<file path="config.mk">
export PLATFORM = sky130hd
export DESIGN_NAME = bcd_digit_accum
export DESIGN_NICKNAME = d
export VERILOG_FILES = /design/src/rtl/bcd_digit_accum.sv
export SDC_FILE = /design/constraint.sdc
export NUM_CORES = 1
export LEC_CHECK = 0
export ABC_AREA = 1
export BUFFER_PORTS_ARGS = -buffer_cell sky130_fd_sc_hd__buf_2
export CAP_MARGIN = 10
export CORE_MARGIN = 2
export CORE_UTILIZATION = 25
export DETAILED_ROUTE_END_ITERATION = 8
export GPL_ROUTABILITY_DRIVEN = 0
export GPL_TIMING_DRIVEN = 0
export PLACE_DENSITY_LB_ADDON = 0.08
export SLEW_MARGIN = 20
export SYNTH_ARGS = -nofsm -noshare
export SYNTH_HDL_FRONTEND = slang
export SYNTH_SLANG_ARGS = --single-unit
</file>
<file path="constraint.sdc">
create_clock -name clk -period 2.75 [get_ports clk]
set_input_delay 0 -clock clk [delete_from_list [all_inputs] [get_ports clk]]
set_output_delay 0 -clock clk [all_outputs]
set_load 0.05 [all_outputs]
</file>
<file path="src/rtl/bcd_digit_accum.sv">
// BCD keypad-style digit accumulator: collects up to MAX_DIGITS decimal digits
// MSD-first, supports backspace/clear, and commits the binary value on enter.
module bcd_digit_accum #(
    parameter int unsigned MAX_DIGITS = 2,
    parameter int unsigned BIN_W      = 6,
    parameter int unsigned MAX_VAL    = 60,
    localparam int unsigned CNT_W     = $clog2(MAX_DIGITS + 1)
) (
    input  logic             clk,
    input  logic             rst_n,
    input  logic [3:0]       digit_in,
    input  logic             digit_valid,
    output logic             digit_ready,
    input  logic             backspace,
    input  logic             enter,
    input  logic             clear,
    output logic [BIN_W-1:0] bin_out,
    output logic             bin_valid,
    output logic             err,
    output logic [1:0]       err_code,
    output logic [CNT_W-1:0] ndigits
);

    localparam int unsigned SUM_W = BIN_W + 4;

    typedef enum logic [1:0] {
        StIdle,
        StEntry,
        StDone,
        StErr
    } state_e;

    state_e             r_state;
    state_e             w_state_next;
    logic [BIN_W-1:0]   r_acc;
    logic [BIN_W-1:0]   w_acc_next;
    logic [CNT_W-1:0]   r_count;
    logic [CNT_W-1:0]   w_count_next;
    logic [BIN_W-1:0]   r_bin;
    logic [BIN_W-1:0]   w_bin_next;
    logic               r_bin_valid;
    logic               w_bin_valid_next;
    logic [1:0]         r_err_code;
    logic [1:0]         w_err_code_next;

    logic [SUM_W-1:0]   w_sum;
    logic               w_xfer;

    // Full-width sum so an out-of-range entry is caught rather than wrapped.
    assign w_sum = ({4'b0000, r_acc} * SUM_W'(10)) + {{BIN_W{1'b0}}, digit_in};

    assign digit_ready = rst_n
                       && ((r_state == StIdle) || (r_state == StEntry))
                       && (r_count < CNT_W'(MAX_DIGITS))
                       && !clear && !enter && !backspace;

    assign w_xfer = digit_valid && digit_ready;

    always_comb begin
        w_state_next     = r_state;
        w_acc_next       = r_acc;
        w_count_next     = r_count;
        w_bin_next       = r_bin;
        w_bin_valid_next = 1'b0;
        w_err_code_next  = r_err_code;

        if (clear) begin
            w_state_next    = StIdle;
            w_acc_next      = '0;
            w_count_next    = '0;
            w_err_code_next = 2'b00;
        end else if (enter) begin
            if (r_state == StEntry) begin
                w_bin_next       = r_acc;
                w_bin_valid_next = 1'b1;
                w_state_next     = StDone;
            end else if (r_state == StIdle) begin
                w_state_next    = StErr;
                w_err_code_next = 2'b11;
            end
        end else if (backspace) begin
            if (r_state == StEntry) begin
                w_acc_next   = r_acc / BIN_W'(10);
                w_count_next = r_count - CNT_W'(1);
                if (r_count == CNT_W'(1)) begin
                    w_state_next = StIdle;
                end
            end
        end else if (w_xfer) begin
            if (digit_in > 4'd9) begin
                w_state_next    = StErr;
                w_err_code_next = 2'b01;
            end else if (w_sum > SUM_W'(MAX_VAL)) begin
                w_state_next    = StErr;
                w_err_code_next = 2'b10;
            end else begin
                w_acc_next   = w_sum[BIN_W-1:0];
                w_count_next = r_count + CNT_W'(1);
                w_state_next = StEntry;
            end
        end
    end

    always_ff @(posedge clk or negedge rst_n) begin
        if (!rst_n) begin
            r_state     <= StIdle;
            r_acc       <= '0;
            r_count     <= '0;
            r_bin       <= '0;
            r_bin_valid <= 1'b0;
            r_err_code  <= 2'b00;
        end else begin
            r_state     <= w_state_next;
            r_acc       <= w_acc_next;
            r_count     <= w_count_next;
            r_bin       <= w_bin_next;
            r_bin_valid <= w_bin_valid_next;
            r_err_code  <= w_err_code_next;
        end
    end

    assign bin_out   = r_bin;
    assign bin_valid = r_bin_valid;
    assign err       = (r_state == StErr);
    assign err_code  = r_err_code;
    assign ndigits   = r_count;

endmodule

</file>
==> results of run 1 <==
registers in the layout (all words and copies together) (netlist names):
name and cells:
r_acc 6, bin_out 6, ndigits 2, r_state 2, err_code 2, bin_valid 1
metal layers:
metal  wire, um  vias up
met5          0        -
met4         19        0
met3        168        2
met2       1740       31
met1       2100      637
li1           -      774
layout make-up:
cell class                 count  area (sq um)
sequential                    19           482
inverter                      35           131
multi-input combinational    163           993
fill                         673          3940
clock buffer                   4          45.0
tap                           75          93.8
timing repair buffer          35           224
buffer                         2          8.76
metrics by stage:
stage,total power [mW],instance area (sq um),setup TNS (ns),setup WS (ns)
global placement,1.69,1720,-0.289,-0.0425
global route,2.35,1980,-0.0619,-0.0210
finish,2.11,1980,0,0.140
detailed placement,1.69,1720,-0.314,-0.0464
CTS,1.92,1790,0,0.00595
floorplan,1.40,1530,0,0.314
report_power, final:
group	internal (mW)	switching [mW]	leakage, nW
sequential	0.396	0.119	0.245
clock	0.103	0.0938	0.0228
combinational	0.512	0.889	0.782
placed cells by master (no fill, tap or decap), types with 2 or more instances in the layout:
| master | Yosys | final |
|---|---|---|
| clkbuf_8 | 0 | 3 |
| nor2_2 | 4 | 4 |
| inv_1 | 34 | 32 |
| clkbuf_1 | 1 | 2 |
| nand2_2 | 1 | 8 |
| nand3_1 | 22 | 20 |
| dfrtp_2 | 0 | 5 |
| dfrtp_1 | 19 | 14 |
| buf_4 | 0 | 10 |
| nand3_2 | 1 | 3 |
| a21oi_1 | 5 | 5 |
| o21ai_1 | 2 | 2 |
| nand2_4 | 3 | 2 |
| xor2_1 | 2 | 2 |
| a21oi_2 | 2 | 2 |
| ha_4 | 0 | 3 |
| nor2_1 | 17 | 16 |
| inv_2 | 1 | 3 |
| buf_6 | 0 | 3 |
| nand4_1 | 5 | 5 |
| ha_1 | 12 | 9 |
| nand2_1 | 69 | 62 |
| o21ai_0 | 10 | 10 |
| buf_2 | 1 | 22 |
worst paths after layout:
kind	to	slack, ns	cells past startpoint
setup reg to reg	r_acc[5]$_DFFE_PN0P_	0.14	16
hold reg to reg	err_code[0]$_DFFE_PN0P_	0.47	2
setup / recovery	r_acc[5]$_DFFE_PN0P_	0.14	16
max in group asynchronous	r_acc[0]$_DFFE_PN0P_	2.17	2
hold / removal	bin_valid$_DFF_PN0_	0.09	2
min in group asynchronous	bin_out[5]$_DFFE_PN0P_	0.23	2
cells by family after synthesis:
logic type / after synthesis / synth area share (%)
compound gates: 22 / 8.20
fa+ha+maj: 14 / 12.5
flops: 19 / 31.2
xor+xnor: 2 / 1.15
buf+inv: 37 / 9.19
simple gates: 125 / 37.8
timing repair:
| item | in CTS | in global routing |
|---|---|---|
| pin swaps | 0 | 12 |
| hold buffers | 1 | 0 |
| resized for setup | 2 | 25 |
| endpoints found under the hold margin | 19 | 0 |
| endpoints found under the setup margin | 8 | 11 |
| buffers inserted | 1 | 12 |
worst register-to-register path, delay by kind of cell (launching register included):
| kind | cells | cell delay (ns) |
|---|---|---|
| adder cells (fa/ha/maj) | 3 | 0.98 |
| AND/OR/NAND/NOR | 10 | 0.87 |
| flip-flops | 1 | 0.45 |
| buffers and inverters | 3 | 0.20 |
==> flow_summary.ini, run 1 <==
[critical_path]
crit_start = r_acc[3]$_DFFE_PN0P_
startpoint_type = flop
arrival_ns = 2.76
worst_path_max_delay_cell = fa_2
cpPeakStageDelay_ns = 0.58
cp_data_required_time_ns = 2.90
cpMostUsedCell = nand3_2
crit_chain = ha_4 > ha_4 > inv_2 > fa_2 > inv_2 > nand3_2 > nor2_2 > buf_4 > nand3_2 > nand2_2 > nor2_4 > nand3_2 > nand2_4 > nand2_8 > nand2_1 > nand2_1
path_buf_inv = 3
critical_path_class = reg -> reg
path_max_fanout = 8
cp-end-kind = flop
rr_startpoint = r_acc[3]$_DFFE_PN0P_
critPathTopFamily = adder cells

[power]
p_leak_nw = 1.05
ir_drop_uv = 561
powerDensity_nw_per_um2 = 1070

[die]
die_h_um = 82.1
start_util_pct = 25.8
die_x_um = 82.1
rows = 28
io_pins = 23
core-area_sq_um = 5920
die_area_sq_um = 6740

[routing]
viasPerCell = 4.34
first_iter_violations = 57
firstDrtPassIters = 4
vias = 1444
wl_per_cell_um = 12.1
drt_wl_total_um = 4020
drc = 0
ant_nets = 0

[placement]
dp.cells = 315
hpwl_um = 3070
io_buffers = 21

[yosys]
ys_types = 26
syn_avg_cell_area_sq_um = 6.96
synth_top_cell_area_share_pct = 31.2
synth-seq-cells = 19
synthFlopType = dfrtp_1
syn_area_sq_um = 1530
synth.cells.most_frequent = nand2_1, inv_1, nand3_1, dfrtp_1, nor2_1
synth_edf_count = 0
synthArstFlopShare_pct = 100
synth_area_leaders = dfrtp_1, nand2_1, ha_1
yosysTopAreaCell = dfrtp_1
syn_nets = 243
synth_seq_area_share_pct = 31.2
yosysWarnings = 0
yosysMostFrequentCell = nand2_1
postSynthCellCount = 219

[timing]
drv_slew = 0
relSlewSlack_pct = 68.3
timing.fmax_ghz = 0.383
timing.final.crit_share_pct = 94.9
fin_crit_ns = 2.61
finClkSkew_ns = 0.00315
worstMarginPinSlew_ns = 0.475
setup_viol = 0
hold_ws_ns = 0.0923
hold_violations = 0

[status]
status = complete, no violations

[global_routing]
grt_pass1_vias = 1310
met3_usage_pct = 3.04
met1_usage_pct = 19.3
grt_max_degree = 21
antenna_found_initial = 0
grt_pass1_wl_um = 6500
grt_use_met2_pct = 18.9
busiest_layer = met1
track_usage_pct = 12.9
overflow = 0

[clocking]
cts.path.max_buffers = 2
insertion_delay_ns = 0.26
cts_tree = yes
clk_pin_slew_ns = 0.07
h-tree-depth = 1
cts-root-buf = clkbuf_8
cts.sinks = 19
cts_made_buffers = 3

[finish]
fin_cells = 333
diodes = 0
syn_to_final_growth_pct = 29.7
drive_above_1_share_pct = 28.7
post-route-util_pct = 33.4
final_nets = 283

[worst_hold_path]
hp-class = in -> reg
hp-start = clear

[job]
max-cap-violations = 0
Note: power is estimated with default switching activity, not from simulation.
==> run 2, diff against run 1 <==
--- a/config.mk
+++ b/config.mk
@@ -9,7 +9,7 @@
 export BUFFER_PORTS_ARGS = -buffer_cell sky130_fd_sc_hd__buf_2
 export CAP_MARGIN = 10
 export CORE_MARGIN = 2
-export CORE_UTILIZATION = 25
+export CORE_UTILIZATION = 44
 export DETAILED_ROUTE_END_ITERATION = 8
 export GPL_ROUTABILITY_DRIVEN = 0
 export GPL_TIMING_DRIVEN = 0
==> run 2 against run 1 <==
Net effect: worst setup slack lost 0.019 ns; clock-buffer cell count down 1; largest cell class unchanged; global-route usage grew 5.0 points; register-to-register slack lost 0.02 ns; critical endpoint is now r_acc[4]$_DFFE_PN0P_.
==> flow_summary.ini, run 2 (synthesis gave the netlist of run 1 again) <==
[job]
max-cap-violations = 0

[die]
rows = 21
start_util_pct = 45.7
io_pins = 23
die_x_um = 62.9
die_h_um = 62.9
die_area_sq_um = 3950
core-area_sq_um = 3340

[timing]
rsz0062_at_grt = yes
setup_viol = 0
fin_tns_setup_ns = 0
finClkSkew_ns = 0.00534
worstMarginPinSlew_ns = 0.457
hold_violations = 0
fin_crit_ns = 2.63
drv_slew = 0
timing.final.crit_share_pct = 95.6
timing.fmax_ghz = 0.380
relSlewSlack_pct = 69.5

[global_routing]
grt_max_degree = 21
overflow = 0
grt_pass1_vias = 1297
track_usage_pct = 17.9
grt_pass1_wl_um = 5750
antenna_found_initial = 0

[placement]
hpwl_um = 2530
dpl-instance-area_sq_um = 1690
dp.cells = 286
io_buffers = 21

[finish]
num-fill-cells = 350
fin_cells = 298
regArea_sq_um = 482
final_nets = 277
multiInputGateArea_sq_um = 963
syn_to_final_growth_pct = 21.5
diodes = 0
post-route-util_pct = 55.5
final_cell_mix = nand2_1, inv_1, buf_2
final_common_cell = nand2_1
fin_area_sq_um = 1850
drive_above_1_share_pct = 24.2

[critical_path]
path_buf_inv = 4
path_depth = 16
cpPeakStageDelay_ns = 0.49
cp_data_required_time_ns = 2.99
critical_path_class = reg -> reg
critPathTopFamily = adder cells
crit_chain = ha_4 > ha_4 > inv_2 > fa_1 > inv_1 > nand3_2 > nor2_2 > inv_1 > nand2_1 > nand2_1 > nor2_2 > nand3_2 > nand2_4 > buf_12 > nand3_2 > nand2_1
path_max_fanout = 6
arrival_ns = 2.87
worst_path_max_delay_cell = fa_1
cp-end-kind = flop
startpoint_type = flop
reg2reg_depth = 16

[worst_hold_path]
whs_path_depth = 3
hp-class = in -> reg

[routing]
wl_per_cell_um = 11.1
drt_wl_total_um = 3320
first_iter_violations = 66
viasPerCell = 4.71
firstDrtPassIters = 4
ant_nets = 0
drc = 0
vias = 1403

[clocking]
clk_pin_slew_ns = 0.11
cts_tree = yes
cts.sinks = 19
cts-root-buf = clkbuf_4
insertion_delay_ns = 0.30
cts.path.max_buffers = 2
cts_made_buffers = 3
h-tree-depth = 1

[status]
status = complete, no violations

[power]
powerDensity_nw_per_um2 = 1060
ir_drop_uv = 605
p_leak_nw = 1.01
-- run 2: cell types whose count changed in the layout (fill, tap and decap cells not counted), moves of 3 or more --
cell / previous run / this run
nand2_1: 62 / 66
nand2_2: 8 / 4
clkbuf_4: 0 / 3
clkbuf_8: 3 / 0
buf_4: 10 / 5
buf_6: 3 / 0
-- run 2: final timing paths --
kind / endpoint / slack (ns) / from
max in group asynchronous: r_acc[4]$_DFFE_PN0P_ / 2.24 / rst_n
min reg2reg: bin_out[0]$_DFFE_PN0P_ / 0.48 / bin_out[0]$_DFFE_PN0P_
max reg2reg: r_acc[4]$_DFFE_PN0P_ / 0.12 / r_acc[1]$_DFFE_PN0P_
min: bin_valid$_DFF_PN0_ / 0.05 / enter
min in group asynchronous: bin_out[5]$_DFFE_PN0P_ / 0.17 / rst_n
max: r_acc[4]$_DFFE_PN0P_ / 0.12 / r_acc[1]$_DFFE_PN0P_
-- run 2: repair_timing --
item,CTS,global route
resized for setup,1,15
hold buffers,2,0
gates cloned,0,0
endpoints found under the hold margin,20,0
pin swaps,0,8
setup buffers,0,6
endpoints found under the setup margin,1,10
-- run 2: stage by stage --
stage | setup slack [ns] | hold slack, ns | power (mW)
final | 0.121 | 0.0540 | 1.96
after global routing | -0.0267 | 0.0356 | 2.18
after floorplan | 0.314 | -0.296 | 1.40
after detailed placement | 0.0164 | -0.0270 | 1.65
after CTS | 0.0307 | 0.0262 | 1.80
after global placement | 0.0274 | -0.0270 | 1.65
-- run 2: final cells by class --
| class | count | share of cell area (%) |
|---|---|---|
| flip-flops and latches | 19 | 26.0 |
| clock inverters | 1 | 0.270 |
| inverters | 35 | 7.09 |
| repair buffers | 29 | 9.86 |
| clock buffers | 3 | 1.22 |
| plain buffers | 2 | 0.473 |
| multi-input cells | 163 | 52.0 |
| well taps | 46 | 3.11 |
-- run 2: worst register-to-register path, delay by kind of cell (launching register included) --
kind	cells	cell delay, ns
adders and majority gates	3	0.90
and+or+nand+nor	9	0.88
DFF	1	0.47
buffers and inverters	4	0.31
-- run 2: power breakdown --
| part | internal [mW] | total [mW] | switching (mW) |
|---|---|---|---|
| Clock | 0.0542 | 0.143 | 0.0891 |
| Combinational | 0.472 | 1.31 | 0.840 |
| Sequential | 0.395 | 0.507 | 0.113 |
-- run 2: per-layer routing --
metal  GRT usage (%)  vias to the layer above  wire length (um)
met1            25.9                      606              1710
met3            3.24                        2               152
met4            1.67                        0                14
li1                -                      764                 -
met2            28.9                       31              1450
met5               0                        -                 0
==> run 3, diff against run 2 <==
--- a/config.mk
+++ b/config.mk
@@ -8,8 +8,10 @@
 export ABC_AREA = 1
 export BUFFER_PORTS_ARGS = -buffer_cell sky130_fd_sc_hd__buf_2
 export CAP_MARGIN = 10
+export CELL_PAD_IN_SITES_DETAIL_PLACEMENT = 0
+export CELL_PAD_IN_SITES_GLOBAL_PLACEMENT = 1
 export CORE_MARGIN = 2
-export CORE_UTILIZATION = 44
+export CORE_UTILIZATION = 40
 export DETAILED_ROUTE_END_ITERATION = 8
 export GPL_ROUTABILITY_DRIVEN = 0
 export GPL_TIMING_DRIVEN = 0
==> run 3 against run 2 <==
Net effect: critical path depth is the same; die area rose by 9.4%; sequential power is 3% higher; non-clock buffer count fell by 3; clock power grew 39%; largest cell class unchanged.
==> flow_summary.ini, run 3 (synthesis gave the netlist of run 1 again) <==
[power]
p_int_mw = 0.946
p_sw_mw = 1.06
combPwrFrac_pct = 64.2
powerDensity_nw_per_um2 = 1080
finalPower_mw = 2.01
ir_drop_uv = 419
p_clk_share_pct = 9.9
pwr-share-seq_pct = 25.9
p_leak_nw = 1.01
swShare_pct = 52.8

[global_routing]
overflow = 0
met3_usage_pct = 2.74
grt_pass1_wl_um = 5710
antenna_found_initial = 0
grt_max_degree = 21
grt_pass1_vias = 1210
met1_usage_pct = 24.1
grt_use_met2_pct = 28.0
busiest_layer = met2
track_usage_pct = 17.6

[critical_path]
r2r_setup_slack_ns = 0.09
startpoint_type = flop
arrival_ns = 2.84
cp-end-kind = flop
critical_path_class = reg -> reg
path_max_fanout = 8
rr_startpoint = r_acc[1]$_DFFE_PN0P_
cp_data_required_time_ns = 2.94
crit_start = r_acc[1]$_DFFE_PN0P_

[placement]
pre_cts_ws_ns = 0.0167
io_buffers = 21
hpwl_um = 2770
dpl-instance-area_sq_um = 1690
dp.cells = 288

[status]
status = complete, no violations

[finish]
syn_to_final_growth_pct = 21.4
final_nets = 274
final_common_cell = nand2_1
diodes = 0
drive_above_1_share_pct = 22.1
regArea_sq_um = 478
final_cell_mix = nand2_1, inv_1, buf_2
multiInputGateArea_sq_um = 971
num-fill-cells = 389
fin_cells = 297
fin_area_sq_um = 1850

[timing]
timing.fmax_ghz = 0.376
fin_crit_ns = 2.66
worstMarginPinSlew_ns = 0.452
worst_slack_ns = 0.0938
hold_violations = 0
relSlewSlack_pct = 69.9
setup_viol = 0
rsz0062_at_grt = yes
timing.final.crit_share_pct = 96.6
hold_ws_ns = 0.0648
drv_slew = 0
finClkSkew_ns = 0.00979

[die]
start_util_pct = 41.7
die_h_um = 65.8
rows = 22
core-area_sq_um = 3660
io_pins = 23
die_area_sq_um = 4320
die_x_um = 65.8

[worst_hold_path]
hp-start = clear
hp-class = in -> reg

[clocking]
cts.path.max_buffers = 2
cts_made_buffers = 3
insertion_delay_ns = 0.26
cts_tree = yes
clk_pin_slew_ns = 0.08
h-tree-depth = 1
cts.sinks = 19
cts-root-buf = clkbuf_8

[routing]
drt_wl_total_um = 3500
drc = 0
vias = 1419
viasPerCell = 4.78
firstDrtPassIters = 4
ant_nets = 0
wl_per_cell_um = 11.8
first_iter_violations = 56

[job]
max-cap-violations = 0
-- run 3: power groups by stage --
stage / combinational [mW] / sequential, mW / clock [mW]
after detailed placement: 1.14 / 0.519 / 0
after floorplan: 0.700 / 0.702 / 0
after global routing: 1.43 / 0.543 / 0.214
after CTS: 1.15 / 0.515 / 0.202
after global placement: 1.14 / 0.516 / 0
final: 1.29 / 0.520 / 0.199
-- run 3: layer usage --
metal	vias to the layer above	wire, um
met5	-	0
met3	7	103
met2	23	1570
li1	754	-
met1	635	1760
met4	0	67
-- run 3: per-stage QoR --
step                TNS (ns)  util, %
floorplan                  0        -
global placement           0     46.2
detailed placement         0     46.2
CTS                        0     47.7
global route          -0.308     50.6
finish                     0     50.6
-- run 3: critical path, cell delays in order (launching register included) --
cell	delay, ns
dfrtp_2	0.48
ha_4	0.30
ha_4	0.13
inv_1	0.05
fa_1	0.51
inv_1	0.10
nand3_2	0.08
nor2_2	0.12
inv_1	0.04
nand2_1	0.06
nand2_2	0.07
nor2_4	0.13
nand3_2	0.10
nand2_4	0.13
buf_12	0.13
nand3_1	0.06
nand2_1	0.08
-- run 3: final timing paths --
check                                               to  depth (start not counted)
worst max-delay path              r_acc[3]$_DFFE_PN0P_                         16
min in group asynchronous         r_acc[2]$_DFFE_PN0P_                          2
worst min register to register  bin_out[1]$_DFFE_PN0P_                          2
max in group asynchronous         r_acc[3]$_DFFE_PN0P_                          2
worst min-delay path               bin_valid$_DFF_PN0_                          2
worst max register to register    r_acc[3]$_DFFE_PN0P_                         16
-- run 3: area by class of cell --
| class | count | area share, % |
|---|---|---|
| buffer | 2 | 0.473 |
| clock buffer | 4 | 2.43 |
| inverter | 35 | 7.09 |
| multi-input combinational | 163 | 52.4 |
| sequential | 19 | 25.8 |
| tap | 48 | 3.24 |
| timing repair buffer | 26 | 8.51 |
-- run 3: timing repair --
item,in CTS,in global routing
endpoints found under the hold margin,19,0
pin swaps,0,11
setup buffers,0,4
endpoints found under the setup margin,4,11
resized for setup,1,13
hold buffers,1,0
